**config.mk**
```make
export PLATFORM = sky130hd
export DESIGN_NAME = rom_cache_segment
export DESIGN_NICKNAME = d
export VERILOG_FILES = /design/src/rtl/rom_cache_segment.sv
export SDC_FILE = /design/constraint.sdc
export NUM_CORES = 1
export LEC_CHECK = 0
export CORE_MARGIN = 8
export CORE_UTILIZATION = 40
export CTS_CLUSTER_DIAMETER = 100
export DETAILED_ROUTE_END_ITERATION = 10
export SYNTH_ARGS = -nofsm -noshare
export SYNTH_HDL_FRONTEND = slang
export SYNTH_SLANG_ARGS = --single-unit
```
**constraint.sdc**
```tcl
create_clock -name clk -period 11.4 [get_ports clk]
set_clock_uncertainty 0.1 [all_clocks]
set_input_delay 1.71 -clock clk [delete_from_list [all_inputs] [get_ports clk]]
set_output_delay 1.71 -clock clk [all_outputs]
set_load 0.005 [all_outputs]
```
**src/rtl/rom_cache_segment.sv**
```systemverilog
// rtl/rom_cache_segment.sv - per-ROM read port with a direct-mapped cache of SDRAM words (optional flush: ROM_SEG_FLUSH_EN)
module rom_cache_segment #(
  parameter int          ROM_ADDR_WIDTH = 16,
  parameter int          ROM_DATA_WIDTH = 8,
  parameter logic [23:0] ROM_OFFSET     = 24'h000000,
  parameter int          LINES          = 4
) (
  input  logic                      clk,
  input  logic                      reset,
`ifdef ROM_SEG_FLUSH_EN
  input  logic                      flush,
`endif
  input  logic                      cs,
  input  logic                      oe,
  input  logic [ROM_ADDR_WIDTH-1:0] rom_addr,
  output logic [ROM_DATA_WIDTH-1:0] rom_data,
  output logic [22:0]               ctrl_addr,
  output logic                      ctrl_req,
  input  logic                      ctrl_ack,
  input  logic                      ctrl_valid,
  output logic                      ctrl_hit,
  input  logic [31:0]               ctrl_data
);

  // lane bits within a 32-bit word, index bits, word address and tag widths
  localparam int LB  = (ROM_DATA_WIDTH == 8) ? 2 : (ROM_DATA_WIDTH == 16) ? 1 : 0;
  localparam int LBW = (LB > 0) ? LB : 1;
  localparam int IB  = $clog2(LINES);
  localparam int IBW = (IB > 0) ? IB : 1;
  localparam int WA  = ROM_ADDR_WIDTH - LB;
  localparam int TW  = (WA > IB) ? WA - IB : 1;
  localparam logic [22:0] OFF_WORDS = 23'(ROM_OFFSET >> 2);

  typedef enum logic [1:0] {S_IDLE, S_REQ, S_WAIT} state_t;

  state_t            state_q, next_state;
  logic [31:0]       line_data [LINES];
  logic [TW-1:0]     line_tag  [LINES];
  logic [LINES-1:0]  line_valid;

  logic [WA-1:0]     cur_waddr, lat_waddr;
  logic [IBW-1:0]    cur_idx, lat_idx;
  logic [TW-1:0]     cur_tag, lat_tag;
  logic [LBW-1:0]    cur_lane;
  logic [4:0]        lane_sh;
  logic [31:0]       sel_word;
  logic              start_req, fill_en, bypass, discard;
  logic              flush_i, flush_seen_q;

`ifdef ROM_SEG_FLUSH_EN
  assign flush_i = flush;
`else
  assign flush_i = 1'b0;
`endif

  assign cur_waddr = WA'(rom_addr >> LB);
  assign cur_idx   = (IB == 0) ? '0 : IBW'(cur_waddr);
  assign cur_tag   = TW'(cur_waddr >> IB);
  assign cur_lane  = (LB == 0) ? '0 : LBW'(rom_addr);
  assign lat_idx   = (IB == 0) ? '0 : IBW'(lat_waddr);
  assign lat_tag   = TW'(lat_waddr >> IB);

  // a fill is thrown away if the cache was flushed while it was outstanding
  assign discard  = flush_seen_q | flush_i;
  assign ctrl_req = (state_q == S_REQ);
  assign ctrl_hit = cs && oe && line_valid[cur_idx] && (line_tag[cur_idx] == cur_tag);
  assign bypass   = (state_q == S_WAIT) && ctrl_valid && cs && (cur_waddr == lat_waddr) && !discard;
  assign sel_word = bypass ? ctrl_data : line_data[cur_idx];
  assign lane_sh  = 5'(int'(cur_lane) * ROM_DATA_WIDTH);
  assign rom_data = ROM_DATA_WIDTH'(sel_word >> lane_sh);

  // state register
  always_ff @(posedge clk or posedge reset) begin
    if (reset) state_q <= S_IDLE;
    else       state_q <= next_state;
  end

  // next state and per-cycle control strobes
  always_comb begin
    next_state = state_q;
    start_req  = 1'b0;
    fill_en    = 1'b0;
    case (state_q)
      S_IDLE: begin
        if (cs && oe && !ctrl_hit) begin
          next_state = S_REQ;
          start_req  = 1'b1;
        end
      end
      S_REQ: begin
        if (ctrl_ack)              next_state = S_WAIT;
        else if (!cs || flush_i)   next_state = S_IDLE;
      end
      S_WAIT: begin
        if (ctrl_valid) begin
          next_state = S_IDLE;
          fill_en    = !discard;
        end
      end
      default: next_state = S_IDLE;
    endcase
  end

  // latch the missing word address and track flushes while it is outstanding
  always_ff @(posedge clk or posedge reset) begin
    if (reset) begin
      ctrl_addr    <= '0;
      lat_waddr    <= '0;
      flush_seen_q <= 1'b0;
    end else if (start_req) begin
      ctrl_addr    <= 23'(OFF_WORDS + 23'(cur_waddr));
      lat_waddr    <= cur_waddr;
      flush_seen_q <= 1'b0;
    end else if (flush_i) begin
      flush_seen_q <= 1'b1;
    end
  end

  // cache lines: cleared by reset, invalidated by flush, written on a completed fill
  always_ff @(posedge clk or posedge reset) begin
    if (reset) begin
      line_valid <= '0;
      for (int k = 0; k < LINES; k++) begin
        line_data[k] <= '0;
        line_tag[k]  <= '0;
      end
    end else if (flush_i) begin
      line_valid <= '0;
    end else if (fill_en) begin
      line_valid[lat_idx] <= 1'b1;
      line_data[lat_idx]  <= ctrl_data;
      line_tag[lat_idx]   <= lat_tag;
    end
  end

endmodule

```
==> out/results.ini, run 1 <==
[yosys]
synth_mux_area_share_pct=39.7
synth_top_area_cell=dfrtp_1
synth_top_family_by_area=multiplexers
synth_xor_xnor_area_share_pct=2.46
yosys_warnings=0
synthTopCellsByArea=dfrtp_1 (53%), mux2_2 (22%), mux4_2 (13%), mux2i_1 (2.6%), xnor2_1 (2.5%)
syn_avg_cell_area_sq_um=16.1
ys_ff_latch=196
synth_cells=574
synth.distinct_cells=27
synth_area_sq_um=9260
synth_compound_area_share_pct=0.149
synth-simple-area-share_pct=1.92
synth_adder_area_share_pct=0
yosysSeqAreaShare_pct=53.0
synth_top_area_share_pct=53.0

[worst_setup_path]
cp-start-kind=input pin
crit_path_cell_trace=buf_2 -> buf_4 -> xnor2_1 -> nand4_1 -> or4_1 -> mux4_2 -> inv_1 -> clkdlybuf4s50_1
crit_required_ps=9590
worst_setup_path_end_kind=output port
crit_fanout=47
path_buf_inv=4
critPathTopFamily=buffers and inverters
critPathArrivalTime_ps=4560
cp.depth=8
critPathSlowestCell=or4_1
timing_worst_setup_path_type=in2out
slowest_delay_ps=800
reg2regPathDepth=7

[place]
place_hpwl_um=13400
postPlaceCellArea_sq_um=10300
port_buffers=77
gp_congestion=0.780

[global_route]
grt_use_total_pct=15.2
grt_antenna_before_repair=2
grt_pass1_wl_um=33300
grt_pass1_vias=5823
grt.overflow.total=0
grt_max_degree=84

[timing]
grt_setup_unrepaired=false
setup_violations=0
fin_tns_setup_ps=0
worst_pin_slew_ps=881
slew_headroom_pct=41.3
final-hold-violation-count=0
fin_crit_sh_pct=55.9
slew_violations=0
min_period_ps=6370
timing.fmax_ghz=0.157

[floorplanning]
core-area_sq_um=22700
start_util_pct=40.8
dieHeight_um=168
num_rows=55
io_pins=87
die_x_um=168
die_area_sq_um=28300

[pwr]
p_leak_nw=4.76
vdd_drop_max_mv=0.105
power_density_nw_per_um2=219

[clock_tree]
clk-insertion-delay-late_ps=430
ctsLongestPathBuffers=2
post_cts_resized=0
h-tree-depth=4
cts_root_buf=clkbuf_16
cts_num_sinks=196
cts_hold_buf=0
cts_made_buffers=17
cts_tree=done
postCtsSetupRepairBufs=0
clkTransAtPathRegs_ps=70

[route]
firstDrtPassIters=4
routed_wl_um=20600
drc=0
via_per_inst=5.50
ant_nets=0
wl_per_cell_um=21.9
drtIter0Drc=218
dr_total_vias=5175

[job]
drv_cap=0

[worst_hold_path]
whs_path_depth=1
hp-class=reg2reg

[layout]
area_growth_pct=17.3
nets=698
drive_gt1_share_pct=45.1
design_area_sq_um=10900
layout_commonest_cell=dfrtp_1
final_cell_mix=dfrtp_1 (196), mux2_2 (180), clkdlybuf4s50_1 (74)
insertedDiodeCount=0

[status]
outcome=completed

[report_power, final]
group	internal, mW	total, mW	switching (mW)	leakage, nW
registers	0.977	1.14	0.159	2.51
clock network	0.316	0.587	0.271	0.274
logic	0.440	0.652	0.211	1.98
[flip-flops by register name, indices dropped and copies added, names as in the netlist]
name        cells
state_q         2
lat_waddr      14
line_data     128
line_valid      4
line_tag       48
[routing by layer]
| layer | wire, um | global-route usage, % |
|---|---|---|
| met1 | 8920 | 19.1 |
| met2 | 10600 | 25.8 |
| met3 | 843 | 3.70 |
| met4 | 274 | 4.50 |
| met5 | 22 | 0 |
[worst register-to-register path, cell delays in order (launching register included)]
cell	delay (ps)
dfrtp_1	380
mux4_2	480
xnor2_1	160
nand4_1	150
nor4_4	80
nor4_4	510
buf_4	330
mux2_2	350
[per-stage QoR]
stage / hold WS, ps / cells / setup slack (ps) / total power [mW] / utilization (%)
after global placement: 344 / 910 / 5020 / 1.77 / 45.3
after detailed placement: 351 / 910 / 4990 / 1.81 / 45.3
after global routing: 388 / 941 / 4860 / 2.51 / 47.8
final: 365 / 941 / 5030 / 2.38 / 47.8
after CTS: 370 / 941 / 4970 / 2.40 / 47.8
after floorplan: 329 / 582 / 4250 / 1.58 / -
[cells by family after synthesis]
logic type,count (synthesis)
compound gates,2
flops,196
xor+xnor,26
simple gates,26
other cells,1
buf+inv,52
mux,271
[final timing paths]
| kind | from | end | slack [ps] |
|---|---|---|---|
| max in group asynchronous | reset | line_valid[3] | 8210 |
| worst max-delay path | rom_addr[2] | rom_data[7] | 5030 |
| min in group asynchronous | reset | line_data[4] | 1670 |
| worst max register to register | line_tag[1] | lat_waddr[10] | 8750 |
| worst min register to register | line_valid[2] | line_valid[2] | 360 |
| worst min-delay path | line_valid[2] | line_valid[2] | 360 |
[final cells by class]
class,count,area [sq um]
inverters,8,35.0
well taps,285,357
clock buffers,19,453
clock inverters,12,121
repair buffers,87,831
flip-flops and latches,196,4900
multi-input cells,334,4150
fillers,1964,11900
[Yosys cell counts (all sizes together)]
cell / n
nand3: 2
or2: 2
nand3b: 1
nor2b: 1
a31o: 1
clkbuf: 20
conb: 1
inv: 8
nor2: 2
dfrtp: 196
nand2b: 3
nand2: 4
o21ai: 1
or4: 1
nor4: 3
xnor2: 26
mux4: 55
buf: 24
mux2i: 24
nand4: 7
mux2: 192
Power figures use the tool's default switching activity.
==> run 2: changes to the inputs <==
==> constraint.sdc (replaced) <==
create_clock -name clk -period 5.48 [get_ports clk]
set_clock_uncertainty 0.1 [all_clocks]
set_input_delay 0.822 -clock clk [delete_from_list [all_inputs] [get_ports clk]]
set_output_delay 0.822 -clock clk [all_outputs]
set_load 0.005 [all_outputs]
==> out/results.ini, run 2 (synthesis results as in run 1) <==
[clock_tree]
cts_made_buffers=17  ; unchanged
clk-insertion-delay-late_ps=440  ; about the same
clkTransAtPathRegs_ps=60  ; about the same
cts_tree=done
cts_num_sinks=196  ; unchanged
postCtsSetupRepairBufs=0  ; unchanged
cts_root_buf=clkbuf_16
ctsLongestPathBuffers=2  ; unchanged
post_cts_resized=0  ; unchanged
h-tree-depth=4  ; unchanged
cts_hold_buf=0  ; unchanged

[floorplanning]
num_rows=55  ; unchanged
dieHeight_um=168  ; unchanged
die_x_um=168  ; unchanged
start_util_pct=40.8  ; unchanged
io_pins=87  ; unchanged
core-area_sq_um=22700  ; unchanged
die_area_sq_um=28300  ; unchanged

[timing]
final-hold-violation-count=0  ; unchanged
hold_ws_ps=367  ; +2.35 ps
min_period_ps=4530
timing.fmax_ghz=0.221
slew_violations=0  ; unchanged
fin_tns_setup_ps=0  ; unchanged
setup_violations=0  ; unchanged
grt_setup_unrepaired=false
worst_pin_slew_ps=1160  ; +278 ps
fin_crit_sh_pct=82.7
slew_headroom_pct=22.6  ; -19 points

[route]
drtIter0Drc=167  ; -23%
drc=0  ; unchanged
via_per_inst=5.43  ; -1.2%
dr_total_vias=5150  ; -0.48%
ant_nets=0  ; unchanged
firstDrtPassIters=5  ; +1
routed_wl_um=21000  ; +1.8%
wl_per_cell_um=22.2  ; +1.0%

[pwr]
power_switching_mw=1.32  ; +110%
swShare_pct=25.9  ; -1.1 points
p_int_mw=3.78  ; +120%
p_leak_nw=4.84  ; +1.6%
vdd_drop_max_mv=0.209  ; +99%
seq_power_share_pct=46.4  ; -1.4 points
p_clk_share_pct=27.0  ; +2.3 points
power_density_nw_per_um2=464  ; +110%
pwr-share-comb_pct=26.6  ; -0.8 points

[layout]
multi_input_area_sq_um=4150  ; -0.18%
n_fill_cell=1924  ; -2.0%
drive_gt1_share_pct=45.4  ; +0.28 points
top_register=line_data
seq_area_sq_um=4900  ; unchanged
nets=704  ; +0.86%
largest_reg_flops=128  ; unchanged
insertedDiodeCount=0  ; unchanged
final_cell_mix=dfrtp_1 (196), mux2_2 (180), clkdlybuf4s50_1 (74)
reg.largest.list=line_data (128), line_tag (48), lat_waddr (14)
final_util_pct=48.4  ; +0.60 points
area_growth_pct=18.7
layout_commonest_cell=dfrtp_1

[place]
place_hpwl_um=14000  ; +4.7%
port_buffers=77  ; unchanged
gp_congestion=0.767  ; -1.7%

[worst_hold_path]
hp-class=reg2reg

[worst_setup_path]
cp-start-kind=input pin
crit_fanout=8  ; -83%
crit_path_cell_trace=clkdlybuf4s50_1 -> nand2_1 -> nor2_1 -> nand4_1 -> or4_1 -> mux4_2 -> inv_1 -> clkdlybuf4s50_1
slowest_delay_ps=860  ; +60 ps
critPathTopFamily=simple AND/OR/NAND/NOR gates
critPathSlowestCell=or4_1
cp_common_cell=clkdlybuf4s50_1
path_buf_inv=3  ; -1
worst_setup_path_end_kind=output port
critPathArrivalTime_ps=3610  ; -950 ps
crit_required_ps=4560  ; -5030 ps
timing_worst_setup_path_type=in2out

[global_route]
grt_max_degree=165  ; +96%
grt_pass1_wl_um=34400  ; +3.3%
grt.overflow.total=0  ; unchanged
grt_use_total_pct=15.7  ; +0.44 points
grt_pass1_vias=5967  ; +2.5%
grt_antenna_before_repair=2  ; unchanged

[job]
drv_cap=0  ; unchanged

[status]
outcome=completed

## run 2: power groups by stage
stage | combinational (mW) | clock, mW | sequential, mW
floorplan | 1.03 | 0 | 2.27
global placement | 1.33 | 0 | 2.34
detailed placement | 1.37 | 0 | 2.40
CTS | 1.38 | 1.41 | 2.37
global route | 1.48 | 1.47 | 2.45
finish | 1.36 | 1.37 | 2.37
## run 2: final cells by class
class                   count  share of cell area (%)
inverters                   8                   0.307
clock buffers              20                    4.06
clock inverters            12                    1.84
repair buffers             93                    8.20
flip-flops and latches    196                    44.6
multi-input cells         334                    37.7
well taps                 285                    3.24
## run 2: through the flow
step	power, mW	worst slack (ps)	cell area (sq um)	instances
2_1_floorplan	3.29	1880	9290	582
3_3_place_gp	3.68	946	10300	916
3_5_place_dp	3.77	951	10300	916
4_1_cts	5.16	936	11000	948
5_1_grt	5.39	787	11000	948
6_report	5.10	945	11000	948
## run 2: per-layer routing
metal	part of all wire, %	wire length [um]	vias up	track usage (%)
met4	1.3	274	4	4.62
met5	0.10	22	-	0
met2	51	10600	85	26.4
met3	3.3	696	25	3.25
li1	-	-	2264	-
met1	45	9390	2772	20.1
## run 2: path summary, 6_finish.rpt
| kind | start | to | slack (ps) | cells after the start |
|---|---|---|---|---|
| setup / recovery | ctrl_valid | rom_data[0] | 950 | 8 |
| hold / removal | line_valid[0] | line_valid[0] | 370 | 1 |
| setup reg to reg | state_q[1] | line_data[45] | 2720 | 6 |
| hold reg to reg | line_valid[0] | line_valid[0] | 370 | 1 |
| max in group asynchronous | reset | line_data[23] | 3180 | 3 |
| min in group asynchronous | reset | lat_waddr[3] | 770 | 2 |
## run 2: worst register-to-register path: stages (launching register included)
cell and delay [ps]:
dfrtp_1 440, nand2_1 100, nor2_1 250, nand2_1 140
nor2_4 880, buf_4 380, mux2_2 360
